## config.mk

```make
export PLATFORM = sky130hd
export DESIGN_NAME = mem_chk_hist
export DESIGN_NICKNAME = d
export VERILOG_FILES = /design/src/rtl/mem_chk_pkg.sv /design/src/rtl/mem_chk_hist.sv
export SDC_FILE = /design/constraint.sdc
export NUM_CORES = 1
export LEC_CHECK = 0
export BUFFER_PORTS_ARGS = -buffer_cell sky130_fd_sc_hd__clkbuf_2
export CAP_MARGIN = 15
export CORE_MARGIN = 2
export CORE_UTILIZATION = 30
export DETAILED_ROUTE_END_ITERATION = 10
export SLEW_MARGIN = 5
export SYNTH_ARGS = -nofsm -noshare
export SYNTH_HDL_FRONTEND = slang
export SYNTH_SLANG_ARGS = --single-unit
```

## constraint.sdc

```tcl
create_clock -name clk -period 6.2 [get_ports clk]
set_input_delay 1.24 -clock clk [delete_from_list [all_inputs] [get_ports clk]]
set_output_delay 1.24 -clock clk [all_outputs]
set_load 0.05 [all_outputs]
```

## src/rtl/mem_chk_pkg.sv

```systemverilog
// Shared types for the LC-3 memory-bus checker:
// read FSM states, error codes and the error priority encoder.
package mem_chk_pkg;

  typedef enum logic [1:0] {
    IDLE,
    WAIT,
    STALL
  } rd_state_e;

  typedef enum logic [2:0] {
    ERR_NONE    = 3'd0,
    ERR_DUP_WR  = 3'd1,
    ERR_RD_MIS  = 3'd2,
    ERR_TIMEOUT = 3'd3,
    ERR_ABORT   = 3'd4,
    ERR_WE_RE   = 3'd5
  } err_code_e;

  // ev[0]=dup_wr .. ev[4]=we_re; lowest code wins
  function automatic err_code_e first_code(input logic [4:0] ev);
    err_code_e c;
    c = ERR_NONE;
    if (ev[4]) c = ERR_WE_RE;
    if (ev[3]) c = ERR_ABORT;
    if (ev[2]) c = ERR_TIMEOUT;
    if (ev[1]) c = ERR_RD_MIS;
    if (ev[0]) c = ERR_DUP_WR;
    return c;
  endfunction

endpackage

```

## src/rtl/mem_chk_hist.sv

```systemverilog
// Shallow write history: shift-in on push, duplicate-window
// compare and youngest-first address lookup (entry 0 = youngest).
module mem_chk_hist
  import mem_chk_pkg::*;
#(
  parameter int ADDR_W     = 16,
  parameter int DATA_W     = 16,
  parameter int HIST_DEPTH = 4,
  parameter int DUP_WINDOW = 1
) (
  input  logic              clk,
  input  logic              rst,
  input  logic              clr,
  input  logic              push,
  input  logic [ADDR_W-1:0] addr,
  input  logic [DATA_W-1:0] wdata,
  output logic              dup_hit,
  output logic              lk_hit,
  output logic [DATA_W-1:0] lk_data
);

  typedef struct packed {
    logic              valid;
    logic [ADDR_W-1:0] addr;
    logic [DATA_W-1:0] data;
  } hist_entry_t;

  hist_entry_t hist [HIST_DEPTH];

  // shift register: new write enters entry 0, oldest drops out
  always_ff @(posedge clk or posedge rst) begin
    if (rst) begin
      for (int i = 0; i < HIST_DEPTH; i++) hist[i] <= '0;
    end else if (clr) begin
      for (int i = 0; i < HIST_DEPTH; i++) hist[i] <= '0;
    end else if (push) begin
      hist[0] <= '{valid: 1'b1, addr: addr, data: wdata};
      for (int i = 1; i < HIST_DEPTH; i++) hist[i] <= hist[i-1];
    end
  end

  // duplicate check over the youngest DUP_WINDOW entries
  always_comb begin
    dup_hit = 1'b0;
    for (int i = 0; i < DUP_WINDOW; i++) begin
      if (hist[i].valid && hist[i].addr == addr) dup_hit = 1'b1;
    end
  end

  // oldest-to-youngest scan so the youngest match overwrites
  always_comb begin
    lk_hit  = 1'b0;
    lk_data = '0;
    for (int i = HIST_DEPTH - 1; i >= 0; i--) begin
      if (hist[i].valid && hist[i].addr == addr) begin
        lk_hit  = 1'b1;
        lk_data = hist[i].data;
      end
    end
  end

endmodule

```

==> results.json <==
{
  "wl_mm": 15.3,
  "max_freq_ghz": 0.198,
  "crit_arrival_ps": 3800,
  "rsz0062_at_grt": "false",
  "cpPeakStageDelay_ps": 520,
  "fin_crit_sh_pct": 81.3,
  "ys_seq_area_share_pct": 49.4,
  "hold_start": "hist[4]",
  "synth.distinct_cells": 31,
  "status": "finished clean",
  "nets": 694,
  "ir_drop_mv": 0.146,
  "crit_chain": "clkbuf_2 > xor2_1 > nor4_1 > nand2_1 > or4_1 > buf_4 > inv_8 > a21oi_2 > a311oi_1 > clkbuf_2",
  "dieArea_um2": 23500,
  "worstMarginPinSlew_ps": 958,
  "cts_resized": 0,
  "drc": 0,
  "p_leak_uw": 0.00367,
  "cts-buffers-inserted": 17,
  "fin_skew_ps": 7.32,
  "syn_nets": 668,
  "synth_seq_cells": 132,
  "top_regs": "hist (132)",
  "grt_pass1_vias": 4645,
  "worstPathRequired_ps": 4960,
  "clkTransAtPathRegs_ps": 60,
  "wl_per_cell_um": 16.1,
  "worst_setup_path_start_kind": "input port",
  "slew_headroom_pct": 36.1,
  "worst-setup-path-type": "in -> out",
  "grt_pass1_wl_mm": 25.2,
  "n_fill_cell": 2211,
  "dieWidth_um": 153,
  "synth_top_cell_area_share_pct": 49.4,
  "cts_hold_buffers": 0,
  "htreeDepth": 4,
  "yosys_warnings": 0,
  "dr.pass1.iters": 4,
  "worst_hold_path.endpoint": "hist[4]",
  "cts.path.max_buffers": 2,
  "min_path_type": "reg -> reg",
  "antenna_found_initial": 0,
  "maxSlewViolCount": 0,
  "coreArea_um2": 21800,
  "initial_core_util_pct": 30.6,
  "path_delay_family": "simple AND/OR/NAND/NOR gates",
  "ant_nets": 0,
  "cap_violations": 0,
  "worstSkewPairLatency_ps": 410,
  "port_buffers": 53,
  "drtIter0Drc": 226,
  "reg2reg_from": "hist[49]",
  "setup_tns_ps": 0,
  "min_period_ps": 5040,
  "antenna_cells": 0,
  "syn_inst": 632,
  "ioPinCount": 54,
  "finalHoldViolCount": 0,
  "syn_avg_cell_area_um2": 10.6,
  "overflow": 0,
  "gp_congestion": 0.755,
  "cp_max_fo": 18,
  "setup_viol": 0,
  "largest-register": "hist",
  "end_kind": "primary output",
  "layout-drive-gt1-share_pct": 15.2,
  "cts.sinks": 132,
  "worstHoldPathCells": 2,
  "yosysTopAreaCell": "dfrtp_1",
  "die_y_um": 153,
  "clockRootBuffer": "clkbuf_16",
  "cts_tree": "built",
  "yosys-top-cells-area": "dfrtp_1 (49%), mux2i_1 (20%), nor2_1 (8.4%)",
  "vias": 4553,
  "cp_num_buf_inv": 4,
  "netlist_area_um2": 6690,
  "synthToLayoutAreaGrowth_pct": 14.6,
  "rows": 54,
  "largest_reg_flops": 132,
  "grt_use_total_pct": 13.5,
  "cp_common_cell": "clkbuf_2",
  "r2r_cells": 2,
  "reg2reg_slack_ps": 5420,
  "grt_max_degree": 90,
  "postCtsSetupRepairBufs": 0,
  "dp_hpwl_mm": 9.82,
  "pwr_density_cell_nw_per_um2": 274,
  "r2r_end": "hist[16]",
  "via_per_inst": 4.79,
  "hold_slack_ps": 520,
  "slowest_stage": "or4_1"
}
-- layout make-up --
| class | instances | area, um2 | share of cell area, % |
|---|---|---|---|
| flip-flops and latches | 132 | 3300 | 43.1 |
| inverters | 3 | 23.8 | 0.310 |
| multi-input cells | 441 | 3040 | 39.6 |
| clock buffers | 19 | 443 | 5.78 |
| well taps | 280 | 350 | 4.57 |
| clock inverters | 12 | 156 | 2.04 |
| repair buffers | 63 | 349 | 4.56 |
-- worst max-delay path by stage --
stage                     cells past startpoint          end     start  slack (ps)
after floorplan                               9  lk_data[11]   addr[7]        1080
after CTS                                     8  lk_data[14]  addr[10]        1120
after global routing                          8  lk_data[11]  addr[10]         970
after detailed placement                      8  lk_data[14]  addr[10]        1130
after global placement                        8  lk_data[14]  addr[10]        1130
final                                        10  lk_data[11]   addr[7]        1160
-- report_power, final --
part,internal [uW],switching [uW]
combinational,66.4,101
clock,641,384
sequential,886,22.7
-- through the flow --
| stage | instances | setup WS (ps) | cell area (um2) | power [uW] | util, % |
|---|---|---|---|---|---|
| final | 950 | 1160 | 7660 | 2100 | 35.1 |
| after floorplan | 632 | 1080 | 6690 | 1050 | - |
| after global placement | 919 | 1130 | 7060 | 1090 | 32.4 |
| after detailed placement | 919 | 1130 | 7060 | 1090 | 32.4 |
| after CTS | 950 | 1120 | 7660 | 2130 | 35.1 |
| after global routing | 950 | 972 | 7660 | 2190 | 35.1 |
-- layout by cell type, fill, tap and decap left out, types with 2 or more instances in the layout --
cell type / netlist / routed
nand3_1: 14 / 14
nor2_1: 150 / 150
mux2i_1: 131 / 131
clkbuf_16: 0 / 17
clkinv_4: 0 / 2
clkbuf_2: 0 / 51
clkinv_2: 0 / 2
nor3_1: 6 / 5
nand4_1: 26 / 26
buf_4: 2 / 11
clkinvlp_4: 0 / 4
nand2_1: 10 / 10
dfrtp_1: 132 / 132
a31oi_1: 24 / 24
or4_1: 2 / 2
bufinv_16: 0 / 3
a311oi_1: 3 / 3
xor2_1: 14 / 14
nor4_1: 3 / 3
inv_6: 0 / 2
xnor2_1: 50 / 50
-- layer usage --
| metal | wire length, um | track usage (%) | up-vias |
|---|---|---|---|
| met5 | 0 | 0 | - |
| met4 | 145 | 3.40 | 0 |
| met3 | 643 | 3.77 | 12 |
| met2 | 6780 | 20.0 | 92 |
| met1 | 7760 | 19.6 | 2240 |
| li1 | - | - | 2209 |
-- cells in the mapped netlist, drive strengths merged --
| cell | instances |
|---|---|
| xor2 | 14 |
| a21oi | 1 |
| mux2i | 131 |
| inv | 3 |
| a211oi | 1 |
| and2 | 1 |
| nand2 | 11 |
| a311oi | 4 |
| nor3 | 7 |
| dfrtp | 132 |
| clkbuf | 33 |
| nor2 | 150 |
| or4 | 2 |
| xnor2 | 50 |
| nand3 | 14 |
| a31oi | 24 |
| nor4 | 4 |
| o211ai | 1 |
| buf | 23 |
| nand4 | 26 |
-- worst reg2reg max path, delay by kind of cell (launching register included) --
family / cells / cell delay [ps]
and+or+nand+nor: 1 / 60
DFF: 1 / 410
muxes: 1 / 160
-- cells by family after synthesis --
| group | synth area share, % |
|---|---|
| xor+xnor | 8.38 |
| simple gates | 14.0 |
| mux | 19.6 |
| flops | 49.4 |
| compound gates | 3.29 |
| buf+inv | 5.28 |
Power figures use the tool's default switching activity.
